`config.mk`:
```
export PLATFORM = sky130hd
export DESIGN_NAME = inst_fetch
export DESIGN_NICKNAME = d
export VERILOG_FILES = /design/src/rtl/inst_fetch.sv
export SDC_FILE = /design/constraint.sdc
export NUM_CORES = 1
export LEC_CHECK = 0
export BUFFER_PORTS_ARGS = -buffer_cell sky130_fd_sc_hd__clkbuf_2
export CAP_MARGIN = 25
export CORE_MARGIN = 2
export CORE_UTILIZATION = 55
export DETAILED_ROUTE_END_ITERATION = 10
export GPL_TIMING_DRIVEN = 0
export PLACE_DENSITY = 0.89
export SETUP_SLACK_MARGIN = 0.1
export SLEW_MARGIN = 20
export SYNTH_ARGS = -nofsm -noshare
export SYNTH_HDL_FRONTEND = slang
export SYNTH_SLANG_ARGS = --single-unit
```
`constraint.sdc`:
```
create_clock -name clk -period 4.1 [get_ports clk]
set_input_delay 0.205 -clock clk [delete_from_list [all_inputs] [get_ports clk]]
set_output_delay 0.205 -clock clk [all_outputs]
set_load 0.005 [all_outputs]
```
`src/rtl/inst_fetch.sv`:
```
`timescale 1ns/1ps
// inst_fetch: owns the PC, issues single-outstanding word reads, buffers returned instructions in a 2-entry queue.
// Latency: accept at n -> imem_rvalid at n+1 -> inst_valid at n+2 with a 1-cycle memory.
// Backpressure: requests stop once buffered plus in-flight instructions would reach 2; redirect flushes and drops in-flight data.
module inst_fetch #(
  parameter int              PC_W     = 16,
  parameter int              INST_W   = 16,
  parameter logic [PC_W-1:0] RESET_PC = '0
) (
  input  logic              clk,
  input  logic              rst_n,
  output logic              imem_req,
  output logic [PC_W-1:0]   imem_addr,
  input  logic              imem_gnt,
  input  logic              imem_rvalid,
  input  logic [INST_W-1:0] imem_rdata,
  input  logic              redir_valid,
  input  logic [PC_W-1:0]   redir_pc,
  output logic              inst_valid,
  output logic [INST_W-1:0] inst,
  output logic [PC_W-1:0]   inst_pc,
  input  logic              inst_ready
);

  // IDLE: nothing outstanding; WAIT: outstanding, keep data; DROP: outstanding, discard data
  typedef enum logic [1:0] {IDLE, WAIT, DROP} state_t;

  state_t            state;
  logic [PC_W-1:0]   pc;
  logic [PC_W-1:0]   req_pc;   // PC of the read currently outstanding
  logic [1:0]        count;
  logic [PC_W-1:0]   q0_pc, q1_pc;
  logic [INST_W-1:0] q0_inst, q1_inst;

  logic       pop;
  logic       push;
  logic       accept;
  logic [2:0] occ;

  assign inst_valid = (count != 2'd0);
  assign inst       = q0_inst;
  assign inst_pc    = q0_pc;
  assign imem_addr  = pc;

  // Request gating: occupancy counts the kept in-flight read so the queue can never overflow
  always_comb begin
    pop      = inst_valid & inst_ready;
    occ      = 3'(count) + 3'(state == WAIT) - 3'(pop);
    imem_req = !redir_valid && (occ < 3'd2) && ((state == IDLE) || imem_rvalid);
    accept   = imem_req & imem_gnt;
    push     = (state == WAIT) & imem_rvalid & !redir_valid;
  end

  // PC and outstanding-read tracking; redirect overrides everything else
  always_ff @(posedge clk or negedge rst_n) begin
    if (!rst_n) begin
      state  <= IDLE;
      pc     <= RESET_PC;
      req_pc <= '0;
    end else if (redir_valid) begin
      pc <= redir_pc;
      // a read still in flight must have its late response thrown away
      state <= ((state != IDLE) && !imem_rvalid) ? DROP : IDLE;
    end else if (accept) begin
      pc     <= pc + PC_W'(1);
      req_pc <= pc;
      state  <= WAIT;
    end else if ((state != IDLE) && imem_rvalid) begin
      state <= IDLE;
    end
  end

  // Two-entry prefetch queue; head is always q0 so outputs come straight from registers
  always_ff @(posedge clk or negedge rst_n) begin
    if (!rst_n) begin
      count   <= 2'd0;
      q0_pc   <= '0;
      q0_inst <= '0;
      q1_pc   <= '0;
      q1_inst <= '0;
    end else if (redir_valid) begin
      count <= 2'd0;
    end else begin
      case ({push, pop})
        2'b10: begin
          if (count == 2'd0) begin
            q0_pc   <= req_pc;
            q0_inst <= imem_rdata;
          end else begin
            q1_pc   <= req_pc;
            q1_inst <= imem_rdata;
          end
          count <= count + 2'd1;
        end
        2'b01: begin
          q0_pc   <= q1_pc;
          q0_inst <= q1_inst;
          count   <= count - 2'd1;
        end
        2'b11: begin
          // count stays the same; the new entry lands behind whatever remains
          if (count == 2'd1) begin
            q0_pc   <= req_pc;
            q0_inst <= imem_rdata;
          end else begin
            q0_pc   <= q1_pc;
            q0_inst <= q1_inst;
            q1_pc   <= req_pc;
            q1_inst <= imem_rdata;
          end
        end
        default: begin
          count <= count;
        end
      endcase
    end
  end

endmodule

```
# == Yosys cells after proc, flatten, opt, wreduce, memory -nomap -nowiden ==
# Cells that the tools add are included.
# word_totals
memories,0
ram_bits,0
latchBits,0
out_inout_bits,50
rom_bits,0
reg_bits,100
elab_cells,66
# classes
addsub,5
mux,20
magnitude_cmp,1
n_eq_ne,8
n_bitwise,5
shift,0
n_reduce_logical,19
n_div,0
n_mul,0
# ops
op,count
2-to-1 mux 16 bit,10
one-hot mux 16 bit (3 select lines),2
one-hot mux 16 bit (2 select lines),2
adder 16 x 1 -> 16 bit (second input constant),1
2-to-1 mux 2 bit,5
nonzero test 3 bit,3
nonzero test 2 bit,4
== test 2 x 1 -> 1 bit (second input constant),3
!= test 2 bit (second input constant),3
bitwise AND 1 bit,4
== test 2 bit (second input constant),2
logical AND 1 bit,4
zero test 2 bit,2
one-hot mux 2 bit (2 select lines),1
AND reduction 4 bit,1
adder 2 x 1 -> 3 bit,1
less-than comparator 3 x 2 -> 1 bit (second input constant),1
AND reduction 3 bit,1
subtractor 3 x 1 -> 3 bit,1
adder 2 x 1 -> 2 bit (second input constant),1
zero test 1 bit,2
AND reduction 2 bit,1
subtractor 2 x 1 -> 2 bit (second input constant),1
logical OR 1 bit,1
NOT 1 bit,1

# == Longest topological paths before layout ==
# Gate-level depths: netlist of run 1.
# logic_depth
word_depth,9
mapped_depth,15
mapped_depth_nobuf,11

# == Least setup slack after synthesis of run 1 ==
# No wires, ideal clock.
# synth_timing
kind,reg-to-reg
startpoint,register count[1]
endpoint,register pc[0] (netlist: imem_addr[0])
stages_incl_launch_ff,15
slack_ps,823
t_required_ps,3980
arrival_ps,3157
synth_period_minus_slack_ps,3277
path_buffers,4
cell_sequence,dfrtp_1 > inv_1 > ha_1 > nand2b_1 > clkbuf_1 > inv_1 > ha_1 > nand2b_1 > fa_1 > nand3b_1 > or3_1 > buf_2 > buf_2 > buf_2 > a31o_2
# synth_between
elab_chain_len,8
# synth_lines
item,line_no,source
from (decl),31,logic [1:0] count;
from (signal assigned),93,count <= count + 2'd1;
from (signal assigned),98,count <= count - 2'd1;
from (signal assigned),113,count <= count;
branches (longest 2 deep; another with adder 2 x 1 -> 3 bit),--,
subtractor 3 x 1 -> 3 bit (*),48,occ = 3'(count) + 3'(state == WAIT) - 3'(pop);
less-than comparator 3 x 2 -> 1 bit (*),49,imem_req = !redir_valid && (occ < 3'd2) && ((state == IDLE) || imem_rvalid);
logical AND 1 bit (*) (2 in a row),49,
bitwise AND 1 bit (*),50,accept = imem_req & imem_gnt;
nonzero test 2 bit (no line) (*),--,
to (signal assigned),61,pc <= redir_pc;
to (signal assigned),65,pc <= pc + PC_W'(1);
to (decl),29,logic [PC_W-1:0] pc;
# Mark *: on every way between the ends.
# A chain may end at the register's enable or synchronous reset.

# == Worst setup path in the final report of run 1 ==
# Ends and elaborated chain as after synthesis.

==> results of run 1 <==
power groups by stage:
| stage | registers (mW) | clock network [mW] | logic [mW] |
|---|---|---|---|
| finish | 1.69 | 0.564 | 1.46 |
| global route | 1.75 | 0.618 | 1.64 |
| global placement | 1.67 | 0 | 1.39 |
| CTS | 1.69 | 0.577 | 1.47 |
| floorplan | 1.65 | 0 | 0.943 |
| detailed placement | 1.71 | 0 | 1.46 |
registers in the layout, summed over array words and instances, names as in the netlist:
name / count
inst_pc: 16
count: 2
q1_pc: 16
req_pc: 16
state: 2
inst: 16
imem_addr: 16
q1_inst: 16
worst max-delay path, stage by stage, from the launching register on:
cell and delay, ps:
dfrtp_1 460, inv_1 110, ha_1 230, nand2b_1 120
clkbuf_1 240, inv_1 130, ha_1 300, nand2b_1 150
fa_1 510, nand3b_1 200, or3_1 360, buf_2 160
buf_2 180, buf_2 200, a31o_2 260
layout make-up:
cell class,instances,area [µm²]
Clock inverter,6,40.0
Inverter,6,22.5
Multi-Input combinational cell,282,1950
Tap cell,105,131
Clock buffer,10,138
Timing Repair Buffer,89,482
Fill cell,619,2750
Sequential cell,100,2500
Buffer,26,115
worst paths after layout:
check,depth (start not counted),end
worst min register to register,1,q1_pc[4]$_DFFE_PN0P_
worst max register to register,14,imem_addr[0]$_DFFE_PN0P_
max in group asynchronous,3,req_pc[4]$_DFFE_PN0P_
worst min-delay path,2,state[1]$_DFFE_PN0P_
min in group asynchronous,2,inst[9]$_DFFE_PN0P_
worst max-delay path,14,imem_addr[0]$_DFFE_PN0P_
metrics by stage:
| step | worst slack [ps] | instance area (µm²) |
|---|---|---|
| after detailed placement | 357 | 5190 |
| after global routing | 113 | 5390 |
| after global placement | 471 | 5150 |
| after floorplan | 823 | 4590 |
| final | 375 | 5390 |
| after CTS | 321 | 5380 |
layout by cell type (no fill, tap or decap), drive strengths merged, types with 2 or more instances in the layout:
cell type and instances:
a21bo 7, a21oi 36, a221o 14, and3 2, and4 2, buf 15, clkbuf 109, clkinv 2
clkinvlp 4, dfrtp 100, ha 4, inv 6, mux2 32, mux2i 32, nand2 57, nand2b 3
nand3 4, nand4 5, nor2 36, nor3 10, nor3b 3, nor4 5, o21ai 12, or4 2
xnor2 2
what timing repair did:
item                                    in CTS  in global routing
hold buffers                                 1                  0
endpoints found under the setup margin       0                 10
resized for setup                            0                  1
hold endpoints to repair                    81                  0
metal layers:
layer | up-vias | global-route usage | share of wire
met4 | 0 | 0.110 | 0.015
met2 | 133 | 0.385 | 0.48
met5 | - | 0 | 0
li1 | 1678 | - | -
met3 | 16 | 0.0451 | 0.068
met1 | 1736 | 0.324 | 0.44
cell families (layout without fill, tap and decap cells):
kind of cell | after synthesis | count (layout) | share of synthesized area
mux | 64 | 64 | 0.148
compound gates | 75 | 75 | 0.113
fa+ha+maj | 5 | 5 | 0.0153
buf+inv | 32 | 137 | 0.0300
simple gates | 135 | 135 | 0.142
flops | 100 | 100 | 0.545
xor+xnor | 3 | 3 | 0.00573
==> results by group, run 1 <==
Run status
  • Outcome: finished clean

Power
  • Sequential power share: 0.455
  • Power Total: 3.72 mW
  • Combinational share of power: 0.393
  • Pwr per Cell Area: 691 nW/µm²
  • Part of the power in the clock network: 0.152
  • Leakage Power: between 2 and 3 nW
  • VDD IR-drop max: between 300 and 400 µV
  • Int Pwr: 2.29 mW
  • NetSw: 1.42 mW
  • Sw Share: 0.383

STA
  • Fin. Hold Viols: 0
  • Slew @ Worst Pin: 932 ps
  • RSZ-0062 raised after global routing: no
  • Worst hold slack: 76.0 ps
  • Number of slew-limit violations in the final report: 0
  • Worst slew margin: 0.379
  • Clk_skew: between 9 and 10 ps
  • Final Cycle Share: 0.909
  • Setup TNS Final: 0 ps
  • Clock period minus worst slack: 3730 ps
  • Final setup viols: 0
  • Max frequency: approximately 270 MHz

Logic synthesis
  • Fraction of registers with async set/reset: 1.00
  • Synth Instances: between 400 and 500
  • Most used DFF post-synth: dfrtp_1
  • Synthesized flop and latch total: 100
  • Unique masters post-synth: 46
  • Most common cell in the netlist: dfrtp_1
  • Top cells by area, synth: dfrtp_1 55%, mux2_2 7.9%, mux2i_1 7.0%
  • Synth top cells by count: 100 x dfrtp_1, 57 x nand2_1, 36 x nor2_1, 35 x a21oi_1
  • Top cell type's share of synthesized area: 0.545
  • Syn Nets: 457
  • Ys Warns: 0
  • Number of flops mapped to enable cells by yosys: 0
  • Post-Syn Area: 4590 µm²
  • Avg Inst Size Synth: 11.1 µm²
  • Post-synth top area cell: dfrtp_1
  • Seq/Total Area, Yosys: 0.545

Setup path
  • Worst Path Max Fanout: 10
  • CP required: 4350 ps
  • CP Capture Type: register
  • Crit. Startpoint: count[1]$_DFFE_PN0P_
  • Setup slack, reg-to-reg: between 300 and 400 ps
  • Kind of critical path: reg2reg
  • Critical Path AT: 3970 ps
  • Worst Setup Start Kind: register
  • Origin of the critical flop-to-flop path: count[1]$_DFFE_PN0P_

Routing
  • TritonRoute pass-1 iters: 4
  • Wirelength, routed: roughly 10 mm
  • Number of antenna-violating nets in the routed design: 0
  • Vias per cell: around 5.7
  • Remaining DRCs: 0
  • DR WL/cell: 16.4 µm
  • Detailed router's first-iteration violation count: 185
  • Vias: 3563

Clock network
  • Clock Latency Late Sink: 360 ps
  • CTS tree: yes
  • Clk root buf: clkbuf_8
  • Reg clk slew, reported paths: around 90 ps
  • Clock buffer depth: 2
  • Inserted Clock Buffers: 9
  • CTS sink count: 100
  • Post-CTS Setup Inserts: 0
  • CTS H-Tree Depth: 3

Die
  • Die area: 9090 µm²
  • Core area: a little over 8000 µm²
  • # rows: 33
  • Initial Util: 0.564
  • I/O Pins: just under 90
  • Chip width: 95.3 µm
  • Chip Height: 95.3 µm

Global route
  • Initial antenna violation count: 0
  • Overflow after GRT: 0
  • Total GRT Usage: 0.242
  • Largest net degree at the start of global routing: 89
  • Vias in the first global route: 3501
  • First-pass GRT wire length: 16.9 mm

Cells and area
  • Non-filler cells, final: 624
  • P&R area growth vs syn: 17.4%
  • N_diodes: 0
  • Layout cells sized above 1: 0.316
  • NumNets Final: 557
  • Layout Utilization: 0.662

Hold path
  • HP Start: imem_rvalid
  • Worst hold-check path type: in2reg

Place
  • Dpl cells: 607
  • HPWL Detailed: 7.49 mm
  • IO buf count: 87
  • RePlAce Congestion: ~0.9

Flow run
  • Max cap viols: 0
Power figures use the tool's default switching activity.
==> run 2, diff against run 1 <==
clock period = 3.5 ns   (was 4.1 ns; I/O delays follow)
==> run 2 against run 1 <==
Compared with the run above: register-to-register slack worse by 140 ps; sequential share of layout area is 1.2 points lower; count of clock-buffer cells in the layout unchanged; clock power grew 17%; cell count increased by 1.1%; via count is 1.5% higher; fmax up 14%; clock skew hardly changed; cell area increased by 2.7%; critical path type unchanged; largest cell class unchanged.
==> results by group, run 2 (synthesis gave the netlist of run 1 again) <==
Run status
  • Outcome: finished clean

Place
  • HPWL Detailed: 7.49 mm (unchanged)
  • Pre-CTS WS: -243 ps (-600 ps)
  • Dpl cells: 607 (unchanged)
  • IO buf count: 87 (unchanged)
  • RePlAce Congestion: 0.901 (unchanged)

Setup path
  • Worst path max stage delay: 540 ps (+30 ps)
  • Critical Path AT: 3520 ps (-450 ps)
  • CP Cell Sequence: inv_2 > ha_4 > nand2b_4 > buf_6 > inv_1 > ha_1 > nand2b_1 > fa_2 > nand3b_1 > buf_4 > o31ai_4 > buf_6 > a21bo_2 > a221o_1
  • Crit path max-delay family: adder cells
  • Critical Path Slowest Stage Cell: fa_2
  • CP required: 3750 ps (-600 ps)
  • CP Capture Type: register
  • Most common cell on crit path: buf_6
  • Kind of critical path: reg2reg
  • Worst Path Max Fanout: 6 (-4)
  • Worst Setup Start Kind: register
  • Setup slack, reg-to-reg: 230 ps (-140 ps)
  • Worst Path Buf+Inv: 5 (-1)

Routing
  • Vias: 3616 (+1.5%)
  • Detailed router's first-iteration violation count: 155 (-16%)
  • Wirelength, routed: 10.6 mm (+3.5%)
  • Number of antenna-violating nets in the routed design: 0 (unchanged)
  • TritonRoute pass-1 iters: 4 (unchanged)
  • DR WL/cell: 16.8 µm (+2.4%)
  • Remaining DRCs: 0 (unchanged)
  • Vias per cell: 5.73 (+0.36%)

Cells and area
  • N_diodes: 0 (unchanged)
  • NumNets Final: 564 (+1.3%)
  • Fillers: 609 (-1.6%)
  • Non-filler cells, final: 631 (+1.1%)
  • Commonest non-fill, non-tap cell in the layout: dfrtp_1
  • P&R area growth vs syn: 20.5%
  • Area occupied by multi-input gates: 2010 µm² (+2.9%)
  • Most frequent cells in the layout: 99 x dfrtp_1, 86 x clkbuf_2, 57 x nand2_1
  • Register area: 2500 µm² (about the same)
  • Layout cells sized above 1: 0.348 (+0.0319)

STA
  • Final WS setup: 232 ps (-143 ps)
  • Worst hold slack: 42.8 ps (-33.3 ps)
  • Fin. Hold Viols: 0 (unchanged)
  • Slew @ Worst Pin: 925 ps (-6.82 ps)
  • Number of slew-limit violations in the final report: 0 (unchanged)
  • Clk_skew: 9.52 ps (-0.207 ps)
  • Clock period minus worst slack: 3270 ps (-457 ps)
  • Worst slew margin: 0.383 (+0.00455)
  • Final Cycle Share: 0.934 (+0.0253)
  • Final setup viols: 0 (unchanged)
  • Max frequency: 306 MHz (+14%)
  • RSZ-0062 raised after global routing: no

Global route
  • Vias in the first global route: 3523 (+0.63%)
  • Largest net degree at the start of global routing: 89 (unchanged)
  • Overflow after GRT: 0 (unchanged)
  • Total GRT Usage: 0.245 (+0.00320)
  • Initial antenna violation count: 0 (unchanged)
  • First-pass GRT wire length: 17.1 mm (+1.3%)

Hold path
  • Worst hold-check path type: in2reg

Power
  • Combinational share of power: 0.414 (+0.021)
  • Pwr per Cell Area: 816 nW/µm² (+18%)
  • NetSw: 1.72 mW (+21%)
  • VDD IR-drop max: 433 µV (+20%)
  • Sw Share: 0.382 (-0.000701)
  • Int Pwr: 2.79 mW (+21%)
  • Leakage Power: 2.60 nW (+2.7%)
  • Part of the power in the clock network: 0.147 (-0.005)
  • Sequential power share: 0.439 (-0.016)

Die
  • Die area: 9090 µm² (unchanged)
  • Chip width: 95.3 µm (unchanged)
  • Core area: 8130 µm² (unchanged)
  • Chip Height: 95.3 µm (unchanged)
  • # rows: 33 (unchanged)
  • Initial Util: 0.564 (unchanged)
  • I/O Pins: 88 (unchanged)

Clock network
  • Reg clk slew, reported paths: 90 ps (about the same)
  • CTS H-Tree Depth: 3 (unchanged)
  • Clock buffer depth: 2 (unchanged)
  • Clk root buf: clkbuf_8
  • CTS sink count: 100 (unchanged)
  • Clock Latency Late Sink: 360 ps (about the same)
  • Inserted Clock Buffers: 9 (unchanged)
  • CTS tree: yes

Flow run
  • Max cap viols: 0 (unchanged)
-- run 2: cell count changes in the layout (fill, tap and decap cells not counted), sizes merged --
cell    change
buf         +8
clkbuf      -1
-- run 2: layer usage --
layer  vias up  GRT usage  part of all wire
li1       1680          -                 -
met1      1769      0.328              0.43
met2       142      0.393              0.48
met3        25     0.0443             0.068
met4         0      0.110             0.020
met5         -          0                 0
-- run 2: through the flow --
stage	setup TNS (ps)	utilization	total power [mW]	area [µm²]
after global routing	0	0.680	4.85	5530
final	0	0.680	4.51	5530
after global placement	-1520	0.634	3.59	5150
after CTS	0	0.671	4.45	5460
after floorplan	0	-	3.03	4590
after detailed placement	-3950	0.638	3.71	5190
-- run 2: repair_timing --
item | in CTS | in global routing
endpoints found under the setup margin | 35 | 33
resized for setup | 13 | 17
gates cloned | 0 | 1
hold endpoints to repair | 100 | 0
hold buffers | 1 | 0
pin swaps | 4 | 4
buffers inserted | 4 | 2
-- run 2: worst paths after layout --
kind                                                 end             startpoint  cells past startpoint
worst max-delay path            imem_addr[7]$_DFFE_PN0P_   count[0]$_DFFE_PN0P_                     14
worst min-delay path                state[1]$_DFFE_PN0P_            imem_rvalid                      2
worst max register to register  imem_addr[7]$_DFFE_PN0P_   count[0]$_DFFE_PN0P_                     14
worst min register to register     q1_pc[14]$_DFFE_PN0P_  q1_pc[14]$_DFFE_PN0P_                      1
max in group asynchronous         q1_inst[8]$_DFFE_PN0P_                  rst_n                      3
min in group asynchronous            inst[9]$_DFFE_PN0P_                  rst_n                      2
-- run 2: power by group through the flow --
| stage | Clock (mW) | Combinational [mW] | Sequential [mW] |
|---|---|---|---|
| 2_1_floorplan | 0 | 1.10 | 1.93 |
| 3_3_place_gp | 0 | 1.63 | 1.96 |
| 3_5_place_dp | 0 | 1.71 | 2.00 |
| 4_1_cts | 0.676 | 1.80 | 1.97 |
| 5_1_grt | 0.722 | 2.08 | 2.05 |
| 6_report | 0.662 | 1.87 | 1.98 |
-- run 2: worst reg2reg max path: stages, from the launching register on --
cell and delay (ps):
dfrtp_1 410, inv_2 100, ha_4 160, nand2b_4 120
buf_6 110, inv_1 70, ha_1 290, nand2b_1 150
fa_2 540, nand3b_1 120, buf_4 160, o31ai_4 260
buf_6 160, a21bo_2 220, a221o_1 290
-- run 2: area by class of cell --
cell class                      count  share of cell area
Tap cell                          105              0.0238
Clock inverter                      6             0.00724
Buffer                             26              0.0267
Timing Repair Buffer               96              0.0969
Sequential cell                   100               0.453
Clock buffer                       10              0.0249
Multi-Input combinational cell    282               0.364
Inverter                            6             0.00407
==> run 3, diff against run 2 <==
CELL_PAD_IN_SITES_DETAIL_PLACEMENT = 1   (was not set)
CELL_PAD_IN_SITES_GLOBAL_PLACEMENT = 1   (was not set)
CORE_UTILIZATION = 43   (was 55)
GPL_TIMING_DRIVEN = not set   (was 0)
==> run 3 against run 2 <==
Compared with the run above: non-clock buffer count fell by 21; worst setup slack improved by 43 ps; combinational power fell by 9%; cell count rose by 1.6%; largest cell class unchanged; core utilization fell by 15 points; total power rose by 0.16%; fmax rose by 1.3%; count of clock-buffer cells in the layout did not move.
==> results by group, run 3 (synthesis gave the netlist of run 1 again) <==
STA
  • Clock period minus worst slack: 3230 ps (-42.8 ps)
  • Final setup viols: 0 (unchanged)
  • Number of slew-limit violations in the final report: 0 (unchanged)
  • Max frequency: 310 MHz (+1.3%)
  • Final Cycle Share: 0.922 (-0.0122)
  • Setup TNS Final: 0 ps (unchanged)
  • RSZ-0062 raised after global routing: no
  • Slew @ Worst Pin: 843 ps (-82.5 ps)
  • Fin. Hold Viols: 0 (unchanged)
  • Worst slew margin: 0.437 (+0.0537)
  • Clk_skew: 9.29 ps (-0.237 ps)
  • Final WS setup: 274 ps (+42.8 ps)

Place
  • RePlAce Congestion: 0.801 (-11%)
  • HPWL Detailed: 7.33 mm (-2.1%)
  • IO buf count: 87 (unchanged)
  • Pre-CTS WS: 51.3 ps (+294 ps)

Global route
  • Overflow after GRT: 0 (unchanged)
  • Largest net degree at the start of global routing: 83 (-6.7%)
  • First-pass GRT wire length: 17.8 mm (+3.7%)
  • Initial antenna violation count: 0 (unchanged)
  • Vias in the first global route: 3526 (+0.085%)
  • Total GRT Usage: 0.198 (-0.0468)

Setup path
  • Worst Path Buf+Inv: 3 (-2)
  • CP Cell Sequence: inv_1 > ha_1 > nand2b_1 > inv_1 > ha_1 > nand2b_1 > fa_1 > nand3b_1 > o31ai_4 > buf_4 > a21bo_2 > a221o_1
  • Kind of critical path: reg2reg
  • Critical Path Slowest Stage Cell: fa_1
  • R2R cell count: 12 (-2)
  • CP Capture Type: register
  • CP required: 3770 ps (+20 ps)
  • Worst path max stage delay: 500 ps (-40 ps)
  • Crit path max-delay family: adder cells
  • Worst Path Max Fanout: 8 (+2)
  • Levels on crit path: 12 (-2)
  • Worst Setup Start Kind: register
  • Critical Path AT: 3490 ps (-30 ps)

Power
  • Part of the power in the clock network: 0.179 (+0.032)
  • Sw Share: 0.373 (-0.00941)
  • VDD IR-drop max: 357 µV (-17%)
  • Leakage Power: 2.54 nW (-2.1%)
  • Int Pwr: 2.83 mW (+1.7%)
  • Power Total: 4.52 mW (+0.16%)
  • Sequential power share: 0.442 (+0.003)
  • NetSw: 1.69 mW (-2.3%)
  • Combinational share of power: 0.379 (-0.035)
  • Pwr per Cell Area: 832 nW/µm² (+1.9%)

Run status
  • Outcome: finished clean

Routing
  • DR WL/cell: 16.7 µm (-0.30%)
  • TritonRoute pass-1 iters: 4 (unchanged)
  • Detailed router's first-iteration violation count: 134 (-14%)
  • Wirelength, routed: 10.7 mm (+1.3%)
  • Vias per cell: 5.41 (-5.6%)
  • Vias: 3468 (-4.1%)
  • Remaining DRCs: 0 (unchanged)
  • Number of antenna-violating nets in the routed design: 0 (unchanged)

Die
  • Chip width: 107 µm (+13%)
  • Die area: 11500 µm² (+27%)
  • # rows: 37 (+12%)
  • Initial Util: 0.444 (-0.120)
  • Chip Height: 107 µm (+13%)
  • I/O Pins: 88 (unchanged)
  • Core area: 10300 µm² (+27%)

Cells and area
  • Layout Utilization: 0.526 (-0.153)
  • NumNets Final: 543 (-3.7%)
  • Most frequent cells in the layout: 99 x dfrtp_1, 86 x clkbuf_2, 57 x nand2_1
  • Layout cells sized above 1: 0.325 (-0.0232)
  • Commonest non-fill, non-tap cell in the layout: dfrtp_1
  • N_diodes: 0 (unchanged)
  • P&R area growth vs syn: 18.4%

Clock network
  • Clock buffer depth: 2 (unchanged)
  • CTS tree: yes
  • Clk root buf: clkbuf_8
  • CTS sink count: 100 (unchanged)
  • Clock Latency Late Sink: 380 ps (+20 ps)
  • Inserted Clock Buffers: 9 (unchanged)
  • CTS H-Tree Depth: 3 (unchanged)
  • Reg clk slew, reported paths: 100 ps (about the same)

Hold path
  • Hold Path Stages: 2 (unchanged)
  • Worst hold-check path type: in2reg

Flow run
  • Max cap viols: 0 (unchanged)
[run 3: per-stage QoR]
step | hold slack [ps] | std cells | cell area (µm²)
final | 18.0 | 641 | 5430
after global routing | 16.4 | 641 | 5430
after CTS | 2.42 | 640 | 5420
after detailed placement | 416 | 622 | 5180
after global placement | 403 | 622 | 5180
after floorplan | -121 | 414 | 4590
[run 3: cell type report]
type | count | area [µm²]
Clock inverter | 6 | 88.8
Timing Repair Buffer | 101 | 549
Clock buffer | 10 | 128
Tap cell | 136 | 170
Inverter | 6 | 22.5
Multi-Input combinational cell | 282 | 1970
Sequential cell | 100 | 2500
Fill cell | 1171 | 4890
[run 3: power by group through the flow]
stage                     registers (mW)  logic [mW]  clock network [mW]
final                               2.00        1.71               0.810
after global routing                2.07        1.93               0.879
after CTS                           2.00        1.74               0.836
after detailed placement            2.02        1.71                   0
after global placement              1.98        1.62                   0
after floorplan                     1.93        1.10                   0
[run 3: worst reg2reg max path: cells and delay by family, from the launching register on]
family	cells	cell delay, ps
adder cells (fa/ha/maj)	3	990
AO/OA/AOI/OAI	3	800
AND/OR/NAND/NOR	3	490
flip-flops	1	460
buffers and inverters	3	390
[run 3: path summary, 6_finish.rpt]
kind                                  startpoint                        to  slack [ps]
min in group asynchronous                  rst_n       inst[6]$_DFFE_PN0P_         410
hold reg to reg            q1_pc[15]$_DFFE_PN0P_     q1_pc[15]$_DFFE_PN0P_         510
max in group asynchronous                  rst_n     req_pc[3]$_DFFE_PN0P_        2420
hold / removal                       imem_rvalid      state[1]$_DFFE_PN0P_          20
setup / recovery            count[1]$_DFFE_PN0P_  imem_addr[5]$_DFFE_PN0P_         270
setup reg to reg            count[1]$_DFFE_PN0P_  imem_addr[5]$_DFFE_PN0P_         270
[run 3: metal layers]
| layer | vias to the layer above | part of all wire | track usage |
|---|---|---|---|
| met4 | 0 | 0.012 | 0.0742 |
| met1 | 1725 | 0.45 | 0.265 |
| met3 | 12 | 0.050 | 0.0363 |
| li1 | 1636 | - | - |
| met5 | - | 0 | 0 |
| met2 | 95 | 0.49 | 0.323 |
[run 3: what timing repair did]
action                                 in CTS  in global routing
buffers inserted                            2                  0
gates resized for setup                     1                  1
setup endpoints to repair                  23                  8
endpoints found under the hold margin       0                 80
hold buffers                                0                  1
pin swaps                                   1                  0
